**src/rtl/alu_driver_if.sv**
```systemverilog
// Command/response/ALU bundle for alu_driver: the slave modport is the driver itself,
// the master modport is the command source plus the ALU it talks to.
interface alu_driver_if #(
  parameter int TXN_W = 8
);
  logic             cmd_valid;
  logic             cmd_ready;
  logic [3:0]       cmd_a;
  logic [3:0]       cmd_b;
  logic [1:0]       cmd_op;
  logic [3:0]       alu_a;
  logic [3:0]       alu_b;
  logic [1:0]       alu_op;
  logic [7:0]       alu_out;
  logic             rsp_valid;
  logic             rsp_ready;
  logic [7:0]       rsp_data;
  logic [1:0]       rsp_op;
  logic             rsp_err;
  logic             busy;
  logic [TXN_W-1:0] txn_cnt;

  modport slave (
    input  cmd_valid, cmd_a, cmd_b, cmd_op, alu_out, rsp_ready,
    output cmd_ready, alu_a, alu_b, alu_op, rsp_valid, rsp_data, rsp_op, rsp_err,
           busy, txn_cnt
  );

  modport master (
    output cmd_valid, cmd_a, cmd_b, cmd_op, alu_out, rsp_ready,
    input  cmd_ready, alu_a, alu_b, alu_op, rsp_valid, rsp_data, rsp_op, rsp_err,
           busy, txn_cnt
  );
endinterface

```
**src/rtl/alu_driver.sv**
```systemverilog
// Single-outstanding command front-end for the registered 4-bit ALU.
// Define ALU_DRV_CHECK_EN to build the golden-model result checker that drives rsp_err.
module alu_driver #(
  parameter int LAT   = 2,
  parameter int TXN_W = 8
) (
  input logic         clk,
  input logic         rst,
  alu_driver_if.slave bus
);

  localparam int CW = (LAT < 1) ? 1 : $clog2(LAT + 1);

  typedef enum logic [1:0] {IDLE, WAIT, RESP} state_t;

  state_t           state_q, state_d;
  logic [CW-1:0]    cnt_q, cnt_d;
  logic [3:0]       alu_a_q, alu_a_d;
  logic [3:0]       alu_b_q, alu_b_d;
  logic [1:0]       alu_op_q, alu_op_d;
  logic [7:0]       rsp_data_q, rsp_data_d;
  logic [1:0]       rsp_op_q, rsp_op_d;
  logic [TXN_W-1:0] txn_q, txn_d;
  logic             ready_int;
  logic             accept;
  logic             capture;

  // A response slot frees up in the same cycle it is consumed, so RESP can accept too.
  assign ready_int = (state_q == IDLE) || ((state_q == RESP) && bus.rsp_ready);
  assign accept    = ready_int && bus.cmd_valid;
  assign capture   = (state_q == WAIT) && (cnt_q == '0);

  always_ff @(posedge clk or posedge rst) begin
    if (rst) begin
      state_q    <= IDLE;
      cnt_q      <= '0;
      alu_a_q    <= '0;
      alu_b_q    <= '0;
      alu_op_q   <= '0;
      rsp_data_q <= '0;
      rsp_op_q   <= '0;
      txn_q      <= '0;
    end else begin
      state_q    <= state_d;
      cnt_q      <= cnt_d;
      alu_a_q    <= alu_a_d;
      alu_b_q    <= alu_b_d;
      alu_op_q   <= alu_op_d;
      rsp_data_q <= rsp_data_d;
      rsp_op_q   <= rsp_op_d;
      txn_q      <= txn_d;
    end
  end

  always_comb begin
    state_d    = state_q;
    cnt_d      = cnt_q;
    alu_a_d    = alu_a_q;
    alu_b_d    = alu_b_q;
    alu_op_d   = alu_op_q;
    rsp_data_d = rsp_data_q;
    rsp_op_d   = rsp_op_q;
    txn_d      = txn_q;
    case (state_q)
      IDLE: begin
        if (accept) begin
          state_d  = WAIT;
          cnt_d    = CW'(LAT);
          alu_a_d  = bus.cmd_a;
          alu_b_d  = bus.cmd_b;
          alu_op_d = bus.cmd_op;
        end
      end
      WAIT: begin
        if (capture) begin
          state_d    = RESP;
          rsp_data_d = bus.alu_out;
          rsp_op_d   = alu_op_q;
        end else begin
          cnt_d = cnt_q - CW'(1);
        end
      end
      RESP: begin
        if (bus.rsp_ready) begin
          txn_d = txn_q + TXN_W'(1);
          if (accept) begin
            state_d  = WAIT;
            cnt_d    = CW'(LAT);
            alu_a_d  = bus.cmd_a;
            alu_b_d  = bus.cmd_b;
            alu_op_d = bus.cmd_op;
          end else begin
            state_d = IDLE;
          end
        end
      end
      default: state_d = IDLE;
    endcase
  end

`ifdef ALU_DRV_CHECK_EN
  logic [7:0] expected;
  logic       rsp_err_q;

  // Golden result from the operands currently held on the ALU inputs.
  always_comb begin
    expected = '0;
    case (alu_op_q)
      2'b00:   expected = {3'b000, {1'b0, alu_a_q} + {1'b0, alu_b_q}};
      2'b01:   expected = {4'b0000, alu_a_q} * {4'b0000, alu_b_q};
      2'b10:   expected = {4'b0000, alu_a_q | alu_b_q};
      default: expected = {4'b0000, alu_a_q & alu_b_q};
    endcase
  end

  always_ff @(posedge clk or posedge rst) begin
    if (rst) begin
      rsp_err_q <= 1'b0;
    end else if (capture) begin
      rsp_err_q <= (bus.alu_out != expected);
    end
  end

  assign bus.rsp_err = rsp_err_q;
`else
  assign bus.rsp_err = 1'b0;
`endif

  // cmd_ready is gated by rst so a source never sees a ready that cannot be honoured.
  assign bus.cmd_ready = ready_int && !rst;
  assign bus.alu_a     = alu_a_q;
  assign bus.alu_b     = alu_b_q;
  assign bus.alu_op    = alu_op_q;
  assign bus.rsp_valid = (state_q == RESP);
  assign bus.rsp_data  = rsp_data_q;
  assign bus.rsp_op    = rsp_op_q;
  assign bus.busy      = (state_q != IDLE);
  assign bus.txn_cnt   = txn_q;

endmodule

```
**src/flat_wrapper.sv**
```systemverilog
// flat-port wrapper written by rule: the top's interface ports become plain ports
module alu_driver_flat 
#(
  parameter int LAT   = 2,
  parameter int TXN_W = 8
)
  (clk, rst, bus_cmd_valid, bus_cmd_a, bus_cmd_b, bus_cmd_op, bus_alu_out, bus_rsp_ready, bus_cmd_ready, bus_alu_a, bus_alu_b, bus_alu_op, bus_rsp_valid, bus_rsp_data, bus_rsp_op, bus_rsp_err, bus_busy, bus_txn_cnt);
  alu_driver_if #(.TXN_W(TXN_W)) bus_i ();
  input logic clk;
  input logic rst;
  input wire logic [$bits(bus_i.cmd_valid)-1:0] bus_cmd_valid;
  input wire logic [$bits(bus_i.cmd_a)-1:0] bus_cmd_a;
  input wire logic [$bits(bus_i.cmd_b)-1:0] bus_cmd_b;
  input wire logic [$bits(bus_i.cmd_op)-1:0] bus_cmd_op;
  input wire logic [$bits(bus_i.alu_out)-1:0] bus_alu_out;
  input wire logic [$bits(bus_i.rsp_ready)-1:0] bus_rsp_ready;
  output wire logic [$bits(bus_i.cmd_ready)-1:0] bus_cmd_ready;
  output wire logic [$bits(bus_i.alu_a)-1:0] bus_alu_a;
  output wire logic [$bits(bus_i.alu_b)-1:0] bus_alu_b;
  output wire logic [$bits(bus_i.alu_op)-1:0] bus_alu_op;
  output wire logic [$bits(bus_i.rsp_valid)-1:0] bus_rsp_valid;
  output wire logic [$bits(bus_i.rsp_data)-1:0] bus_rsp_data;
  output wire logic [$bits(bus_i.rsp_op)-1:0] bus_rsp_op;
  output wire logic [$bits(bus_i.rsp_err)-1:0] bus_rsp_err;
  output wire logic [$bits(bus_i.busy)-1:0] bus_busy;
  output wire logic [$bits(bus_i.txn_cnt)-1:0] bus_txn_cnt;
  assign bus_i.cmd_valid = bus_cmd_valid;
  assign bus_i.cmd_a = bus_cmd_a;
  assign bus_i.cmd_b = bus_cmd_b;
  assign bus_i.cmd_op = bus_cmd_op;
  assign bus_i.alu_out = bus_alu_out;
  assign bus_i.rsp_ready = bus_rsp_ready;
  assign bus_cmd_ready = bus_i.cmd_ready;
  assign bus_alu_a = bus_i.alu_a;
  assign bus_alu_b = bus_i.alu_b;
  assign bus_alu_op = bus_i.alu_op;
  assign bus_rsp_valid = bus_i.rsp_valid;
  assign bus_rsp_data = bus_i.rsp_data;
  assign bus_rsp_op = bus_i.rsp_op;
  assign bus_rsp_err = bus_i.rsp_err;
  assign bus_busy = bus_i.busy;
  assign bus_txn_cnt = bus_i.txn_cnt;
  alu_driver #(.LAT(LAT), .TXN_W(TXN_W)) u_core (.clk(clk), .rst(rst), .bus(bus_i));
endmodule
```
**config.mk**
```make
export PLATFORM = sky130hd
export DESIGN_NAME = alu_driver_flat
export DESIGN_NICKNAME = d
export VERILOG_FILES = /design/src/rtl/alu_driver_if.sv /design/src/rtl/alu_driver.sv /design/src/flat_wrapper.sv
export SDC_FILE = /design/constraint.sdc
export NUM_CORES = 1
export LEC_CHECK = 0
export ABC_AREA = 1
export BUFFER_PORTS_ARGS = -buffer_cell sky130_fd_sc_hd__buf_2
export CAP_MARGIN = 20
export CORE_MARGIN = 10
export CORE_UTILIZATION = 40
export CTS_BUF_LIST = sky130_fd_sc_hd__clkbuf_8 sky130_fd_sc_hd__clkbuf_16
export DETAILED_ROUTE_END_ITERATION = 8
export PLACE_DENSITY_LB_ADDON = 0.25
export SYNTH_ARGS = -nofsm -noshare
export SYNTH_HDL_FRONTEND = slang
export SYNTH_SLANG_ARGS = --single-unit
```
**constraint.sdc**
```tcl
create_clock -name clk -period 2.2 [get_ports clk]
set_input_delay 0.33 -clock clk [delete_from_list [all_inputs] [get_ports clk]]
set_output_delay 0.33 -clock clk [all_outputs]
set_load 0.02 [all_outputs]
```
# ---- Word level (Yosys, flattened, before mapping)
# Cells that the tools add are included.
dict set report op_classes {
  addsub 2
  n_mul 0
  n_div 0
  magnitude_cmp 0
  n_eq_ne 6
  shifts 0
  mux 18
  bitwise 0
  reduce_logical 16
}
# cell count
set op_table {}
lappend op_table {{$mux 2} 8}
lappend op_table {{$mux 4} 4}
lappend op_table {{$pmux 4 s2} 2}
lappend op_table {{$pmux 2 s3} 2}
lappend op_table {{$add 8x1->8 const B} 1}
lappend op_table {{$reduce_and 2->1} 3}
lappend op_table {{$reduce_and 3->1} 2}
lappend op_table {{$logic_and 1x1->1} 4}
lappend op_table {{$logic_not 2->1} 2}
lappend op_table {{$ne 2x1->1 const B} 2}
lappend op_table {{$ne 2x2->1 const B} 2}
lappend op_table {{$pmux 2 s2} 1}
lappend op_table {{$reduce_bool 2->1} 2}
lappend op_table {{$reduce_bool 3->1} 1}
lappend op_table {{$eq 2x1->1 const B} 1}
lappend op_table {{$eq 2x2->1 const B} 1}
lappend op_table {{$sub 2x1->2 const B} 1}
lappend op_table {{$logic_not 1->1} 1}
lappend op_table {{$logic_or 1x1->1} 1}
lappend op_table {{$mux 1} 1}
dict set report word_totals {
  regBits 32
  latchBits 0
  ram_bits 0
  mem_bits_ro 0
  out_inout_bits 32
  memories 0
}

# ---- Longest topological paths before layout
dict set report depth {
  ltp_word 7
  depth_mapped 7
  mapped_depth_nobuf 7
}

# ---- Least setup slack after synthesis
# No wires, ideal clock.
dict set report synth_path {
  path_type {register to output}
  startpoint {register u_core.state_q[0]}
  endpoint {output bus_cmd_ready}
  arrival_ns 0.981
  required_ns 1.870
  path_slack_ns 0.889
  stages_incl_launch_ff 4
  path_buffers 0
  path_cell_list {dfrtp_1 inv_2 nand2_2 a21oi_1}
}
dict set report synth_via {
  elab_chain_cells 4
}
# element line
set synth_rtl {}
lappend synth_rtl {{start: declaration} alu_driver.sv:16} ;# state_t state_q, state_d;
lappend synth_rtl {{start signal: assignment} alu_driver.sv:44} ;# state_q <= state_d;
lappend synth_rtl {{$eq 2x2->1} alu_driver.sv:29} ;# assign ready_int = (state_q == IDLE) || ((state_q == RESP) && bus.rsp_ready);
lappend synth_rtl {{$logic_and 1x1->1} alu_driver.sv:29}
lappend synth_rtl {{$logic_or 1x1->1 (*)} alu_driver.sv:29}
lappend synth_rtl {{$logic_and 1x1->1 (*)} alu_driver.sv:130} ;# assign bus.cmd_ready = ready_int && !rst;
lappend synth_rtl {{end: declaration} flat_wrapper.sv:17} ;# output wire logic [$bits(bus_i.cmd_ready)-1:0] bus_cmd_ready;
# Mark *: on every way between the ends. The rest lies on a longest branch, timed or not.

# ---- Worst setup path in the final report
# Same ends and word-level chain as after synthesis.

==> out/results.tsv <==
stage	metric	value	unit
power	ir_worst_vdd	594.9	µV
timing	hold_viol_final	0	
timing	fmax	659.8	MHz
worst_setup_path	cp.required	1.87	ns
place	dp_hpwl	2592	µm
final_layout	final_common_cell	nand2_1	
routing	drt_first_pass_iters	3	
floorplan	start_util	42.38	%
timing	fin_crit_sh	68.89	%
clock_tree	h-tree-depth	2	
final_layout	nets	247	
clock_tree	clkTransAtPathRegs	0.06	ns
timing	setup_tns	0	ns
clock_tree	hold_buffers	0	
clock_tree	clk_path_buf_depth	2	
timing	rsz0062_at_grt	no	
floorplan	fp.coreArea	0.003442	mm²
clock_tree	cts_root_buf	clkbuf_8	
yosys	post-synth-top-area-cell	dfrtp_1	
routing	ant_nets	0	
clock_tree	cts_tree	done	
timing	setup_violations	0	
yosys	ys_warn_count	0	
clock_tree	numCtsBuffers	5	
worst_setup_path	cp_max_fo	4	
yosys	synth_top_area_share	54.89	%
yosys	syn_nets	194	
floorplan	io_pins	54	
routing	wl	3353	µm
final_layout	final.fill_count	366	
final_layout	mostFrequentLayoutCells	71 x nand2_1, 52 x buf_2, 32 x dfrtp_1, 26 x nand3_1, 9 x inv_1	
timing	finalClockSkew	0.002887	ns
yosys	ys_seq_elements	32	
yosys	syn_area	0.001459	mm²
worst_setup_path	reg2reg_from	u_core.cnt_q[0]	
global_route	grt_usage	11.45	%
routing	drt_iter0_drc	73	
global_route	grt_pass1_wl	5816	µm
floorplan	die_area	0.006463	mm²
timing	drv_slew	0	
timing	setup_ws	0.6844	ns
yosys	yosys-top-cells-area	dfrtp_1 55%, nand2_1 18%, nand3_1 8.9%	
place	portBuffers	52	
clock_tree	clock_sinks	32	
worst_setup_path	reg2reg_depth	5	
power	power_density	1439	mW/mm²
global_route	antenna_found_initial	0	
yosys	yosysSeqAreaShare	54.89	%
final_layout	diodes	0	
global_route	grt_max_degree	33	
routing	drc	0	
clock_tree	post_cts_resize_count	0	
job	drv_cap	0	
global_route	grt_pass1_vias	1283	
worst_setup_path	crit_start	u_core.state_q[0]	
status	status	complete, no violations	
yosys	avgSynthCellArea	8.582	µm²
worst_setup_path	cp-start-kind	flip-flop	
routing	viasPerCell	4.577	
clock_tree	clkLatencyLatePin	0.28	ns
global_route	grt_overflow_total	0	
yosys	synth_cells	170	
final_layout	areaGrowthSynthToFinish	23.41	%
floorplan	die-width	80.39	µm
yosys	synth_cell_type_count	23	
clock_tree	cts_setup_buffers	0	
power	leakage	1.026	nW
worst_setup_path	arrival	1.19	ns
place	preCtsSetupSlack	0.7590	ns
final_layout	drive_gt1_share	29.86	%
place	dp.cells	262	
timing	finalCriticalPeriod	1.516	ns
worst_setup_path	end_kind	output port	
place	globalplace.congestion	0.7093	
worst_setup_path	path_class	reg -> out	
routing	routed-via-count	1222	
floorplan	rows	21	
worst_hold_path	worstHoldPathType	in -> async	
floorplan	die_h	80.39	µm
routing	routedWlPerCell	12.56	µm
final_layout	fin_cells	267	
through the flow:
step	cell area [µm²]	hold WS (ns)	total power, W	util (%)
final	1800	0.1445	0.002591	52.31
after CTS	1800	0.1548	0.002639	52.31
after global placement	1732	0.4488	0.002212	50.31
after global routing	1800	0.1900	0.002842	52.31
after detailed placement	1732	0.4533	0.002237	50.31
after floorplan	1459	0.4253	0.001891	-
cell usage after synthesis (all sizes together):
cell	n
a21oi	1
buf	6
clkbuf	1
conb	1
dfrtp	32
ha	2
inv	11
nand2	75
nand3	27
nand4	1
nor2	5
o21ai	2
o31ai	1
or2	1
xnor2	2
xor2	2
registers in the layout (all words and copies together) (netlist names):
name	cells
u_core.state_q	2
u_core.bus.rsp_op	2
u_core.bus.alu_b	4
u_core.bus.alu_a	4
u_core.bus.rsp_data	8
u_core.bus.txn_cnt	8
u_core.cnt_q	2
u_core.bus.alu_op	2
critical path: stages (launching register included):
cell	delay (ns)
dfrtp_1	0.41
inv_2	0.11
nand2_1	0.08
a21oi_1	0.13
buf_2	0.18
routing by layer:
layer	vias to the layer above	GRT usage (%)	wire [µm]
met2	41	16.32	1357
met3	5	8.463	439
met5	-	0	0
met1	541	12.79	1508
li1	635	-	-
met4	0	4.225	48
final cells by class:
cell class                      count  area (µm²)  area share, %
Tap cell                           46       57.56          3.197
Timing Repair Buffer               53       267.8          14.87
Inverter                           11       41.29          2.293
Clock buffer                        5       68.82          3.822
Sequential cell                    32       800.8          44.48
Multi-Input combinational cell    120       564.3          31.34
power by group:
part | leakage (nW) | internal [W] | switching (W)
Combinational | 0.587 | 0.000385 | 0.000811
Sequential | 0.403 | 0.000836 | 0.000165
Clock | 0.0359 | 0.000203 | 0.000192
path summary, 6_finish.rpt:
check                                          to  slack [ns]
max                                 bus_cmd_ready        0.68
max reg2reg                u_core.bus.rsp_data[3]        0.78
min                        u_core.bus.rsp_data[3]        0.14
min in group clk           u_core.bus.rsp_data[6]        0.28
min reg2reg                u_core.bus.rsp_data[4]        0.46
max in group asynchronous     u_core.bus.alu_b[1]        1.77
cells by family after synthesis:
family / Yosys count / synth area share (%)
compound gates: 4 / 1.543
xor+xnor: 4 / 2.402
fa+ha+maj: 2 / 1.715
buf+inv: 18 / 6.432
flops: 32 / 54.89
other cells: 1 / 0.2570
simple gates: 109 / 32.76
Power figures use the tool's default switching activity.
